## config.mk

```make
export PLATFORM = sky130hd
export DESIGN_NAME = axi4_lite_master_bridge
export DESIGN_NICKNAME = d
export VERILOG_FILES = /design/src/rtl/axi4_lite_master_bridge.sv
export SDC_FILE = /design/constraint.sdc
export NUM_CORES = 1
export LEC_CHECK = 0
export BUFFER_PORTS_ARGS = -buffer_cell sky130_fd_sc_hd__clkbuf_2
export CAP_MARGIN = 25
export CORE_UTILIZATION = 35
export DETAILED_ROUTE_END_ITERATION = 6
export PLACE_DENSITY = 0.65
export SKIP_CTS_REPAIR_TIMING = 1
export SYNTH_ARGS = -nofsm -noshare
export SYNTH_HDL_FRONTEND = slang
export SYNTH_SLANG_ARGS = --single-unit
```

## constraint.sdc

```tcl
create_clock -name i_aclk -period 2.1 [get_ports i_aclk]
set_input_delay 0.42 -clock i_aclk [delete_from_list [all_inputs] [get_ports i_aclk]]
set_output_delay 0.42 -clock i_aclk [all_outputs]
set_load 0.02 [all_outputs]
```

## src/rtl/axi4_lite_master_bridge.sv

```systemverilog
// Single-outstanding bridge from a local req/rsp port to an AXI4-Lite initiator.
// Optional response timeout with a drain state: define AXI4_LITE_MASTER_TIMEOUT_EN.
module axi4_lite_master_bridge #(
  parameter int AXI_ID_WIDTH   = 1,
  parameter int AXI_ADDR_WIDTH = 12,
  parameter int AXI_DATA_WIDTH = 32,
  parameter int AXI_BYTE_COUNT = AXI_DATA_WIDTH / 8
`ifdef AXI4_LITE_MASTER_TIMEOUT_EN
  , parameter int TIMEOUT_CYCLES = 256
`endif
) (
  input  logic                      i_aclk,
  input  logic                      i_reset,
  input  logic                      i_req_valid,
  output logic                      o_req_ready,
  input  logic                      i_req_we,
  input  logic [AXI_ID_WIDTH-1:0]   i_req_id,
  input  logic [AXI_ADDR_WIDTH-1:0] i_req_addr,
  input  logic [AXI_DATA_WIDTH-1:0] i_req_wdata,
  input  logic [AXI_BYTE_COUNT-1:0] i_req_wstrb,
  output logic                      o_rsp_valid,
  input  logic                      i_rsp_ready,
  output logic                      o_rsp_we,
  output logic [AXI_ID_WIDTH-1:0]   o_rsp_id,
  output logic [AXI_DATA_WIDTH-1:0] o_rsp_rdata,
  output logic [1:0]                o_rsp_resp,
  output logic                      o_rsp_err,
  output logic [AXI_ID_WIDTH-1:0]   o_awid,
  output logic [AXI_ADDR_WIDTH-1:0] o_awaddr,
  output logic [2:0]                o_awprot,
  output logic                      o_awvalid,
  input  logic                      i_awready,
  output logic [AXI_DATA_WIDTH-1:0] o_wdata,
  output logic [AXI_BYTE_COUNT-1:0] o_wstrb,
  output logic                      o_wvalid,
  input  logic                      i_wready,
  input  logic [AXI_ID_WIDTH-1:0]   i_bid,
  input  logic [1:0]                i_bresp,
  input  logic                      i_bvalid,
  output logic                      o_bready,
  output logic [AXI_ID_WIDTH-1:0]   o_arid,
  output logic [AXI_ADDR_WIDTH-1:0] o_araddr,
  output logic [2:0]                o_arprot,
  output logic                      o_arvalid,
  input  logic                      i_arready,
  input  logic [AXI_ID_WIDTH-1:0]   i_rid,
  input  logic [AXI_DATA_WIDTH-1:0] i_rdata,
  input  logic [1:0]                i_rresp,
  input  logic                      i_rvalid,
  output logic                      o_rready
);

  // state          | meaning
  // S_IDLE         | req_ready high, waiting for a local request
  // S_WR_ADDR_DATA | AW and W offered independently until both handshaken
  // S_WR_RESP      | bready high, waiting for B
  // S_RD_ADDR      | arvalid high, waiting for arready
  // S_RD_DATA      | rready high, waiting for R
  // S_RESP         | rsp_valid held until rsp_ready
  // S_DRAIN        | timed out; absorbing the late B/R (timeout build only)
  typedef enum logic [2:0] {
    S_IDLE, S_WR_ADDR_DATA, S_WR_RESP, S_RD_ADDR, S_RD_DATA, S_RESP, S_DRAIN
  } state_t;

  state_t                    r_state;
  logic                      r_req_ready, r_we, r_aw_done, r_w_done;
  logic                      r_awvalid, r_wvalid, r_arvalid, r_bready, r_rready;
  logic [AXI_ID_WIDTH-1:0]   r_id;
  logic [AXI_ADDR_WIDTH-1:0] r_addr;
  logic [AXI_DATA_WIDTH-1:0] r_wdata;
  logic [AXI_BYTE_COUNT-1:0] r_wstrb;
  logic                      r_rsp_valid, r_rsp_we, r_rsp_err;
  logic [AXI_ID_WIDTH-1:0]   r_rsp_id;
  logic [AXI_DATA_WIDTH-1:0] r_rsp_rdata;
  logic [1:0]                r_rsp_resp;

  logic w_accept, w_aw_hs, w_w_hs, w_ar_hs, w_b_hs, w_r_hs;
  logic w_b_mismatch, w_r_mismatch, w_tmo, w_waiting;

  assign w_accept     = i_req_valid & r_req_ready;
  assign w_aw_hs      = r_awvalid & i_awready;
  assign w_w_hs       = r_wvalid & i_wready;
  assign w_ar_hs      = r_arvalid & i_arready;
  assign w_b_hs       = r_bready & i_bvalid;
  assign w_r_hs       = r_rready & i_rvalid;
  assign w_b_mismatch = (i_bid != r_id);
  assign w_r_mismatch = (i_rid != r_id);
  assign w_waiting    = (r_state == S_WR_ADDR_DATA) || (r_state == S_WR_RESP) ||
                        (r_state == S_RD_ADDR) || (r_state == S_RD_DATA);

`ifdef AXI4_LITE_MASTER_TIMEOUT_EN
  localparam logic [15:0] LP_TMO_LAST = 16'(TIMEOUT_CYCLES - 1);
  logic [15:0] r_tmo_cnt;

  always_ff @(posedge i_aclk) begin
    if (i_reset || w_accept) r_tmo_cnt <= '0;
    else if (w_waiting)      r_tmo_cnt <= r_tmo_cnt + 16'd1;
  end

  assign w_tmo = w_waiting && (r_tmo_cnt == LP_TMO_LAST);
`else
  assign w_tmo = 1'b0;
`endif

  always_ff @(posedge i_aclk) begin
    if (i_reset) begin
      r_state     <= S_IDLE;
      r_req_ready <= 1'b0;
      r_we        <= 1'b0;
      r_aw_done   <= 1'b0;
      r_w_done    <= 1'b0;
      r_awvalid   <= 1'b0;
      r_wvalid    <= 1'b0;
      r_arvalid   <= 1'b0;
      r_bready    <= 1'b0;
      r_rready    <= 1'b0;
      r_id        <= '0;
      r_addr      <= '0;
      r_wdata     <= '0;
      r_wstrb     <= '0;
      r_rsp_valid <= 1'b0;
      r_rsp_we    <= 1'b0;
      r_rsp_err   <= 1'b0;
      r_rsp_id    <= '0;
      r_rsp_rdata <= '0;
      r_rsp_resp  <= 2'b00;
    end else begin
      // Timeout report shares one shape; later branches override where needed.
      if (w_tmo) begin
        r_rsp_valid <= 1'b1;
        r_rsp_we    <= r_we;
        r_rsp_id    <= r_id;
        r_rsp_rdata <= '0;
        r_rsp_resp  <= 2'b10;
        r_rsp_err   <= 1'b1;
      end
      case (r_state)
        S_IDLE: begin
          r_req_ready <= 1'b1;
          if (w_accept) begin
            r_req_ready <= 1'b0;
            r_we        <= i_req_we;
            r_id        <= i_req_id;
            r_addr      <= i_req_addr;
            r_wdata     <= i_req_wdata;
            r_wstrb     <= i_req_wstrb;
            r_aw_done   <= 1'b0;
            r_w_done    <= 1'b0;
            if (i_req_we) begin
              r_awvalid <= 1'b1;
              r_wvalid  <= 1'b1;
              r_state   <= S_WR_ADDR_DATA;
            end else begin
              r_arvalid <= 1'b1;
              r_state   <= S_RD_ADDR;
            end
          end
        end
        S_WR_ADDR_DATA: begin
          if (w_aw_hs) begin
            r_awvalid <= 1'b0;
            r_aw_done <= 1'b1;
          end
          if (w_w_hs) begin
            r_wvalid <= 1'b0;
            r_w_done <= 1'b1;
          end
          if ((r_aw_done || w_aw_hs) && (r_w_done || w_w_hs)) begin
            r_bready <= 1'b1;
            r_state  <= S_WR_RESP;
          end else if (w_tmo) begin
            // Slave never took the request, so no late B is expected.
            r_awvalid <= 1'b0;
            r_wvalid  <= 1'b0;
            r_state   <= S_RESP;
          end
        end
        S_WR_RESP: begin
          if (w_b_hs) begin
            r_bready    <= 1'b0;
            r_rsp_valid <= 1'b1;
            r_rsp_we    <= 1'b1;
            r_rsp_id    <= r_id;
            r_rsp_rdata <= '0;
            r_rsp_err   <= i_bresp[1] | w_b_mismatch;
            r_rsp_resp  <= w_b_mismatch ? 2'b10 : i_bresp;
            r_state     <= S_RESP;
          end else if (w_tmo) begin
            r_state <= S_DRAIN;
          end
        end
        S_RD_ADDR: begin
          if (w_ar_hs) begin
            r_arvalid <= 1'b0;
            r_rready  <= 1'b1;
            r_state   <= S_RD_DATA;
          end else if (w_tmo) begin
            r_arvalid <= 1'b0;
            r_state   <= S_RESP;
          end
        end
        S_RD_DATA: begin
          if (w_r_hs) begin
            r_rready    <= 1'b0;
            r_rsp_valid <= 1'b1;
            r_rsp_we    <= 1'b0;
            r_rsp_id    <= r_id;
            r_rsp_rdata <= i_rdata;
            r_rsp_err   <= i_rresp[1] | w_r_mismatch;
            r_rsp_resp  <= w_r_mismatch ? 2'b10 : i_rresp;
            r_state     <= S_RESP;
          end else if (w_tmo) begin
            r_state <= S_DRAIN;
          end
        end
        S_RESP: begin
          if (i_rsp_ready) begin
            r_rsp_valid <= 1'b0;
            r_req_ready <= 1'b1;
            r_state     <= S_IDLE;
          end
        end
        S_DRAIN: begin
          if (r_rsp_valid && i_rsp_ready) r_rsp_valid <= 1'b0;
          if (w_b_hs || w_r_hs) begin
            r_bready <= 1'b0;
            r_rready <= 1'b0;
          end
          if ((!(r_bready || r_rready) || w_b_hs || w_r_hs) &&
              (!r_rsp_valid || i_rsp_ready)) begin
            r_req_ready <= 1'b1;
            r_state     <= S_IDLE;
          end
        end
        default: r_state <= S_IDLE;
      endcase
    end
  end

  assign o_req_ready = r_req_ready;
  assign o_rsp_valid = r_rsp_valid;
  assign o_rsp_we    = r_rsp_we;
  assign o_rsp_id    = r_rsp_id;
  assign o_rsp_rdata = r_rsp_rdata;
  assign o_rsp_resp  = r_rsp_resp;
  assign o_rsp_err   = r_rsp_err;
  assign o_awid      = r_id;
  assign o_awaddr    = r_addr;
  assign o_awprot    = 3'b000;
  assign o_awvalid   = r_awvalid;
  assign o_wdata     = r_wdata;
  assign o_wstrb     = r_wstrb;
  assign o_wvalid    = r_wvalid;
  assign o_bready    = r_bready;
  assign o_arid      = r_id;
  assign o_araddr    = r_addr;
  assign o_arprot    = 3'b000;
  assign o_arvalid   = r_arvalid;
  assign o_rready    = r_rready;

endmodule

```

==> impl_metrics.py, run 1 <==
metrics = {
    "outcome": {
        "outcome": "completed",
    },
    "yosys": {
        "synth_enable_flop_cells": 0,
        "yosys_most_used_dff": "dfxtp_1",
        "seq_area_frac_synth_pct": 49.1,
        "async_reset_ff_share_pct": 0,
        "synth_area_um2": 3950,
        "syn_avg_cell_area_um2": 7.88,
        "synthTopCellsByArea": "dfxtp_1, nand2_1, a21oi_1, nand3_1, buf_4",
        "ys_warn_count": 0,
        "synth_cell_types": 41,
        "synth_cells": 502,
        "yosys.area.top_type": "dfxtp_1",
        "synth_top_area_share_pct": 49.1,
        "synth-seq-cells": 97,
    },
    "worst_setup_path": {
        "rr_startpoint": "r_state[1]$_SDFFE_PP0P_",
        "worstPathMaxFanout": 13,
        "cp_slowest_cell": "dfxtp_1",
        "worstPathRequired_ns": 2.30,
        "cp-end-kind": "register",
        "cp.buffers_inverters": 1,
        "r2r_end": "o_rsp_rdata[14]$_SDFFE_PP0P_",
        "crit_type": "reg2reg",
        "cp-endpoint": "o_rsp_rdata[14]$_SDFFE_PP0P_",
        "worstPathArrival_ns": 2.00,
        "path_cells": "and2b_1, nand3_2, a21o_1, buf_4, nand2_1, a21oi_1",
        "r2r_slack_ns": 0.30,
        "start_kind": "register",
        "crit_family": "flip-flops",
        "critPathMaxStageDelay_ns": 0.54,
        "path_depth": 6,
        "r2r_cells": 6,
        "startpoint": "r_state[1]$_SDFFE_PP0P_",
    },
    "hold_path": {
        "hp-class": "in2reg",
        "hp-start": "i_req_wdata[14]",
    },
    "cts": {
        "cts_tree": "done",
        "clock-sinks": 97,
        "path_clk_slew_ns": 0.07,
        "tritoncts.num_buffers": 9,
        "cts_buffer_depth": 2,
        "clk_latency_ns": 0.33,
        "cts_htree_levels": 3,
        "cts_root_buf": "clkbuf_16",
    },
    "placement": {
        "post-dp-hpwl_um": 7540,
        "place.gp.congestion": 0.860,
        "io_buffers": 202,
        "place_ws_ns": 0.290,
    },
    "pwr": {
        "p_sw_share_pct": 33.6,
        "power_switching_mw": 1.75,
        "combPwrFrac_pct": 27.2,
        "peakVddDrop_mv": 0.559,
        "internal_power_mw": 3.46,
        "power_frac_seq_pct": 41.8,
        "p_leak_nw": 2.31,
        "power_density_nw_per_um2": 988,
        "power_frac_clock_pct": 30.9,
    },
    "routing": {
        "wire_per_inst_um": 12.6,
        "ant_nets": 0,
        "dr.pass1.iters": 4,
        "via_count": 3980,
        "drc_errors": 0,
        "drtIter0Drc": 205,
        "drt_wl_total_um": 10400,
        "vias_per_cell": 4.84,
    },
    "cells_and_area": {
        "final_cell_mix": "clkbuf_2, nand2_1, dfxtp_1, a21oi_1, nand3_1",
        "mostFrequentLayoutCell": "clkbuf_2",
        "areaGrowthSynthToFinish_pct": 33.2,
        "fin_nets": 775,
        "antennaDiodeCount": 0,
        "fillers": 1098,
        "drive_gt1_share_pct": 35.0,
    },
    "grt": {
        "grt_overflow": 0,
        "grt_antenna_before_repair": 0,
        "grt_max_degree": 53,
        "first_global_vias": 3715,
        "gr-usage-all-layers_pct": 17.6,
        "grt_pass1_wl_um": 16500,
    },
    "die": {
        "fp.dieW_um": 108,
        "rows": 38,
        "pin_count": 209,
        "initial_core_util_pct": 36.2,
        "chipHeight_um": 108,
        "coreArea_um2": 10900,
        "dieArea_um2": 11700,
    },
    "timing": {
        "fin_ws_ns": 0.297,
        "finalCritPeriodShare_pct": 85.9,
        "finalSetupViolations": 0,
        "fmax_mhz": 555,
        "setup_tns_ns": 0,
        "min_period_ns": 1.80,
        "grt_setup_unrepaired": "no",
        "fin_skew_ns": 0.00622,
        "finalHoldViolCount": 0,
        "drv_slew": 0,
    },
    "flow_run": {
        "drv_cap": 0,
    },
}
## flip-flops by register name, indices dropped and copies added, names as in the netlist, 2 cells and up
register / count
o_araddr: 12
o_rsp_rdata: 32
o_rsp_resp: 2
o_wdata: 32
o_wstrb: 4
r_state: 3
## power by group through the flow
stage	Clock, mW	Combinational, mW	Sequential, mW
4_1_cts	1.67	1.43	2.18
2_1_floorplan	0	0.832	2.36
3_3_place_gp	0	1.41	2.21
3_5_place_dp	0	1.43	2.22
5_1_grt	1.73	1.58	2.21
6_report	1.61	1.42	2.18
## worst min-delay path by stage
stage,end,slack [ns],depth (start not counted)
after CTS,o_wstrb[2]$_SDFFE_PP0P_,0.29,3
after detailed placement,o_rsp_rdata[28]$_SDFFE_PP0P_,0.45,2
after floorplan,r_aw_done$_SDFFE_PP0P_,0.45,2
after global placement,o_rsp_rdata[16]$_SDFFE_PP0P_,0.44,2
after global routing,o_wstrb[2]$_SDFFE_PP0P_,0.30,3
final,o_wdata[14]$_SDFFE_PP0P_,0.30,3
## metal layers
| metal | part of all wire, % | vias up | global-route usage, % | wire (um) |
|---|---|---|---|---|
| met2 | 51 | 139 | 31.7 | 5260 |
| met3 | 5.6 | 15 | 3.01 | 583 |
| met5 | 0 | - | 0 | 0 |
| li1 | - | 2012 | - | - |
| met4 | 1.8 | 0 | 7.63 | 188 |
| met1 | 42 | 1814 | 20.3 | 4360 |
## cells by family (layout without fill, tap and decap cells)
group	after synthesis	count (layout)	synth area share [%]
AO/OA/AOI/OAI	122	122	17.5
other	1	6	0.0948
flip-flops	97	97	49.1
buffers and inverters	63	239	8.99
multiplexers	1	1	0.253
AND/OR/NAND/NOR	218	218	24.1
## worst reg2reg max path: cells and delay by family, from the launching register on
family,cells,cell delay (ns)
buf+inv,1,0.25
flops,1,0.54
simple gates,3,0.48
compound gates,2,0.39
## stage by stage
stage	power, mW	cells	hold WS (ns)	utilization (%)	area (um^2)
2_1_floorplan	3.20	507	0.455	-	3970
3_3_place_gp	3.62	807	0.437	45.5	4970
3_5_place_dp	3.65	807	0.446	45.5	4970
4_1_cts	5.28	823	0.290	48.2	5270
5_1_grt	5.52	823	0.297	48.2	5270
6_report	5.20	823	0.300	48.2	5270
## final cells by class
| type | instances | area, um^2 | share of cell area (%) |
|---|---|---|---|
| clock buffers | 9 | 225 | 4.28 |
| well taps | 140 | 175 | 3.33 |
| repair buffers | 217 | 1150 | 21.8 |
| clock inverters | 7 | 71.3 | 1.35 |
| inverters | 6 | 22.5 | 0.428 |
| multi-input cells | 347 | 1680 | 31.9 |
| flip-flops and latches | 97 | 1940 | 36.9 |
## cell usage after synthesis, types with 3 or more instances
cell type,count
a21oi_1,93
buf_2,17
a211oi_1,5
nand2_1,149
buf_4,20
buf_6,3
nor2_1,13
inv_1,6
nand3b_1,3
dfxtp_1,97
clkbuf_1,17
nand3_1,38
a31oi_1,3
nor3_1,3
No activity file was read; power rests on OpenSTA's default activity.
==> run 2: changes to the inputs <==
--- a/config.mk
+++ b/config.mk
@@ -9,7 +9,7 @@
 export CAP_MARGIN = 25
 export CORE_UTILIZATION = 35
 export DETAILED_ROUTE_END_ITERATION = 6
-export PLACE_DENSITY = 0.65
+export PLACE_DENSITY = 0.74
 export SKIP_CTS_REPAIR_TIMING = 1
 export SYNTH_ARGS = -nofsm -noshare
 export SYNTH_HDL_FRONTEND = slang
==> run 2 against run 1 <==
- power is 0.15% lower
- count of clock-buffer cells in the layout is 2 higher
- sequential share of layout area hardly changed
- sequential power hardly changed
- non-clock buffer count stayed put
- final cell count is 0.24% lower
- core utilization hardly changed
- highest routed layer unchanged
- combinational power is 4% higher
==> impl_metrics.py, run 2 (same netlist as run 1, synthesis figures left out) <==
metrics = {
    "grt": {
        "gr-usage-all-layers_pct": 16.9,
        "first_global_vias": 3492,
        "grt_pass1_wl_um": 15700,
        "grt_overflow": 0,
        "grt_max_degree": 68,
        "grt_antenna_before_repair": 0,
    },
    "worst_setup_path": {
        "critPathMaxStageDelay_ns": 0.37,
        "cp-end-kind": "register",
        "worstPathRequired_ns": 2.36,
        "crit_top_cell": "buf_4",
        "worstPathMaxFanout": 26,
        "worstPathArrival_ns": 2.09,
        "path_cells": "buf_4, nor2b_1, nand3_1, a21o_1, buf_4, nand2_1, a21oi_1",
        "r2r_cells": 7,
        "start_kind": "register",
        "crit_type": "reg2reg",
        "cp_slowest_cell": "a21o_1",
    },
    "placement": {
        "place_ws_ns": 0.268,
        "io_buffers": 202,
        "post-dp-hpwl_um": 7250,
        "place.gp.congestion": 0.817,
        "place_area_um2": 5000,
    },
    "timing": {
        "min_period_ns": 1.83,
        "finalCritPeriodShare_pct": 87.2,
        "fin_skew_ns": 0.00911,
        "grt_setup_unrepaired": "no",
        "setup_tns_ns": 0,
        "fin_ws_ns": 0.269,
        "finalHoldViolCount": 0,
        "fmax_mhz": 546,
        "drv_slew": 0,
        "finalSetupViolations": 0,
    },
    "routing": {
        "wire_per_inst_um": 12.5,
        "vias_per_cell": 4.80,
        "drtIter0Drc": 282,
        "drt_wl_total_um": 10300,
        "via_count": 3939,
        "drc_errors": 0,
        "dr.pass1.iters": 5,
        "ant_nets": 0,
    },
    "hold_path": {
        "hp-class": "in2reg",
        "holdPathStages": 3,
    },
    "die": {
        "pin_count": 209,
        "rows": 38,
        "chipHeight_um": 108,
        "fp.dieW_um": 108,
        "initial_core_util_pct": 36.2,
        "dieArea_um2": 11700,
        "coreArea_um2": 10900,
    },
    "cts": {
        "cts_tree": "done",
        "clk_latency_ns": 0.34,
        "path_clk_slew_ns": 0.06,
        "cts_buffer_depth": 2,
        "cts_root_buf": "clkbuf_16",
        "cts_htree_levels": 3,
        "clock-sinks": 97,
        "tritoncts.num_buffers": 9,
    },
    "pwr": {
        "power_density_nw_per_um2": 985,
        "p_leak_nw": 2.31,
        "peakVddDrop_mv": 0.584,
    },
    "flow_run": {
        "drv_cap": 0,
    },
    "cells_and_area": {
        "fillers": 1070,
        "drive_gt1_share_pct": 34.5,
        "antennaDiodeCount": 0,
        "fin_nets": 775,
        "final_cell_mix": "clkbuf_2, nand2_1, dfxtp_1, a21oi_1, nand3_1",
        "multi_input_area_um2": 1680,
        "stdcell_area_um2": 5270,
        "areaGrowthSynthToFinish_pct": 33.4,
        "ff_latch_area_um2": 1940,
        "mostFrequentLayoutCell": "clkbuf_2",
    },
    "outcome": {
        "outcome": "completed",
    },
}
## run 2: cell types whose count changed in the layout (fill, tap and decap cells not counted), sizes merged
| cell | delta |
|---|---|
| clkbuf | +2 |
| clkinv | -4 |
## run 2: per-stage QoR
stage          hold slack, ns  std cells  power (mW)  util, %
2_1_floorplan           0.455        507        3.20        -
3_3_place_gp            0.437        807        3.67     45.7
3_5_place_dp            0.443        807        3.67     45.7
4_1_cts                 0.288        821        5.26     48.2
5_1_grt                 0.298        821        5.49     48.2
6_report                0.300        821        5.20     48.2
## run 2: cell type report
cell class,instances,share of cell area (%)
clock buffers,11,4.41
clock inverters,3,0.831
inverters,6,0.427
multi-input cells,347,31.9
flip-flops and latches,97,36.8
well taps,140,3.32
repair buffers,217,22.3
## run 2: where the power goes
group	leakage, nW	total (mW)	switching, mW	internal (mW)
Sequential	0.785	2.16	0.138	2.02
Combinational	1.39	1.48	0.935	0.541
Clock	0.135	1.56	0.650	0.911
## run 2: path summary, 6_finish.rpt
kind	startpoint	end	slack (ns)
worst max register to register	r_state[2]$_SDFFE_PP0P_	o_rsp_rdata[13]$_SDFFE_PP0P_	0.27
worst min-delay path	i_req_wdata[6]	o_wdata[6]$_SDFFE_PP0P_	0.30
worst min register to register	o_rsp_rdata[0]$_SDFFE_PP0P_	o_rsp_rdata[0]$_SDFFE_PP0P_	0.45
worst max-delay path	r_state[2]$_SDFFE_PP0P_	o_rsp_rdata[13]$_SDFFE_PP0P_	0.27
## run 2: per-layer routing
metal	share of wire (%)	vias up	global-route usage (%)
met5	0	-	0
met2	48	153	29.2
li1	-	2011	-
met4	1.8	0	8.20
met3	7.0	15	3.80
met1	44	1760	19.5
## run 2: worst max-delay path, delay by kind of cell, from the launching register on
kind | cells | cell delay (ns)
AND/OR/NAND/NOR | 3 | 0.39
AO/OA/AOI/OAI | 2 | 0.51
flip-flops | 1 | 0.33
buffers and inverters | 2 | 0.52
==> run 3: changes to the inputs <==
--- a/config.mk
+++ b/config.mk
@@ -7,6 +7,7 @@
 export LEC_CHECK = 0
 export BUFFER_PORTS_ARGS = -buffer_cell sky130_fd_sc_hd__clkbuf_2
 export CAP_MARGIN = 25
+export CORE_ASPECT_RATIO = 1.5
 export CORE_UTILIZATION = 35
 export DETAILED_ROUTE_END_ITERATION = 6
 export PLACE_DENSITY = 0.74
==> run 3 against run 2 <==
- register-to-register slack lost 0.03 ns
- clock skew fell by 0.0027 ns
- core utilization decreased by 0.55 points
- maximum frequency fell by 1.4%
- wire length grew 3.3%
- highest routed layer unchanged
==> impl_metrics.py, run 3 (same netlist as run 1, synthesis figures left out) <==
metrics = {
    "cts": {
        "clk_latency_ns": 0.33,
        "cts_root_buf": "clkbuf_16",
        "clock-sinks": 97,
        "cts_tree": "done",
        "path_clk_slew_ns": 0.07,
        "cts_htree_levels": 3,
        "tritoncts.num_buffers": 9,
        "cts_buffer_depth": 2,
    },
    "worst_setup_path": {
        "cp-end-kind": "register",
        "r2r_slack_ns": 0.24,
        "worstPathRequired_ns": 2.36,
        "r2r_cells": 5,
        "worstPathMaxFanout": 31,
        "start_kind": "register",
        "r2r_end": "o_rsp_rdata[16]$_SDFFE_PP0P_",
        "worstPathArrival_ns": 2.12,
        "crit_type": "reg2reg",
        "rr_startpoint": "r_state[2]$_SDFFE_PP0P_",
    },
    "outcome": {
        "outcome": "completed",
    },
    "timing": {
        "grt_setup_unrepaired": "no",
        "min_period_ns": 1.86,
        "finalCritPeriodShare_pct": 88.4,
        "fin_skew_ns": 0.00643,
        "finalHoldViolCount": 0,
        "drv_slew": 0,
        "setup_tns_ns": 0,
        "slew_headroom_pct": 63.8,
        "finalSetupViolations": 0,
        "fmax_mhz": 539,
        "tightestPinTransition_ns": 0.543,
    },
    "hold_path": {
        "hp-start": "i_req_wdata[17]",
        "holdPathStages": 3,
        "hold_path_end": "o_wdata[17]$_SDFFE_PP0P_",
        "hp-class": "in2reg",
    },
    "cells_and_area": {
        "stdcell_area_um2": 5240,
        "final_cell_mix": "clkbuf_2, nand2_1, dfxtp_1, a21oi_1, nand3_1",
        "mostFrequentLayoutCell": "clkbuf_2",
        "fin_util_pct": 47.7,
        "antennaDiodeCount": 0,
        "drive_gt1_share_pct": 34.5,
        "areaGrowthSynthToFinish_pct": 32.6,
        "fillers": 1138,
        "fin_nets": 771,
    },
    "die": {
        "dieArea_um2": 11700,
        "coreArea_um2": 11000,
        "rows": 47,
        "pin_count": 209,
        "initial_core_util_pct": 36.0,
        "fp.dieW_um": 88.8,
        "chipHeight_um": 132,
    },
    "routing": {
        "wire_per_inst_um": 12.8,
        "vias_per_cell": 4.79,
        "drt_wl_total_um": 10600,
        "drc_errors": 0,
        "ant_nets": 0,
        "via_count": 3953,
        "drtIter0Drc": 187,
        "dr.pass1.iters": 5,
    },
    "grt": {
        "grt_max_degree": 53,
        "grt_pass1_wl_um": 16000,
        "grt_antenna_before_repair": 0,
        "first_global_vias": 3393,
        "gr-usage-all-layers_pct": 17.3,
        "grt_overflow": 0,
    },
    "placement": {
        "post-dp-hpwl_um": 7430,
        "place_area_um2": 4950,
        "place.gp.congestion": 0.829,
        "io_buffers": 202,
    },
    "pwr": {
        "power_density_nw_per_um2": 987,
        "peakVddDrop_mv": 0.617,
        "p_leak_nw": 2.27,
    },
    "flow_run": {
        "drv_cap": 0,
    },
}
[run 3: changes by cell type in the layout (fill, tap and decap cells not counted), sizes merged]
cell      delta
buf          -4
clkinvlp     +3
bufinv       -1
[run 3: worst max-delay path by stage]
| stage | from | to | slack [ns] |
|---|---|---|---|
| 3_3_place_gp | r_state[2]$_SDFFE_PP0P_ | o_rsp_rdata[5]$_SDFFE_PP0P_ | 0.31 |
| 2_1_floorplan | o_req_ready$_SDFFE_PP0P_ | r_aw_done$_SDFFE_PP0P_ | 0.47 |
| 5_1_grt | r_state[2]$_SDFFE_PP0P_ | o_rsp_rdata[15]$_SDFFE_PP0P_ | 0.08 |
| 3_5_place_dp | r_state[2]$_SDFFE_PP0P_ | o_rsp_rdata[28]$_SDFFE_PP0P_ | 0.28 |
| 4_1_cts | r_state[2]$_SDFFE_PP0P_ | o_rsp_rdata[16]$_SDFFE_PP0P_ | 0.25 |
| 6_report | r_state[2]$_SDFFE_PP0P_ | o_rsp_rdata[16]$_SDFFE_PP0P_ | 0.24 |
[run 3: layout make-up]
class | instances | area, um^2 | share of cell area [%]
multi-input combinational | 347 | 1680 | 32.1
inverter | 6 | 22.5 | 0.430
timing repair buffer | 213 | 1120 | 21.3
tap | 147 | 184 | 3.51
sequential | 97 | 1940 | 37.0
clock inverter | 5 | 40.0 | 0.764
clock buffer | 11 | 253 | 4.82
[run 3: worst max-delay path, cell delays in order (launching register included)]
cell     delay (ns)
dfxtp_1        0.46
buf_4          0.23
nor3b_4        0.39
buf_4          0.40
nand3_1        0.12
a21oi_1        0.16
[run 3: through the flow]
step	power [mW]	worst slack, ns	cells	hold slack [ns]
3_3_place_gp	3.62	0.306	810	0.437
3_5_place_dp	3.64	0.283	810	0.444
4_1_cts	5.23	0.253	826	0.283
6_report	5.17	0.244	826	0.293
2_1_floorplan	3.20	0.473	507	0.455
5_1_grt	5.46	0.0833	826	0.291
[run 3: metal layers]
| layer | up-vias | part of all wire, % | track usage, % |
|---|---|---|---|
| met5 | - | 0 | 0 |
| met1 | 1791 | 40 | 19.6 |
| met4 | 0 | 2.5 | 8.24 |
| li1 | 2005 | - | - |
| met2 | 140 | 52 | 30.3 |
| met3 | 17 | 5.5 | 3.44 |
[run 3: report_power, final]
group          switching, mW  internal (mW)  leakage, nW
Clock                  0.706          0.872        0.134
Combinational          0.927          0.500         1.35
Sequential             0.146           2.02        0.785
Total                   1.78           3.39         2.27
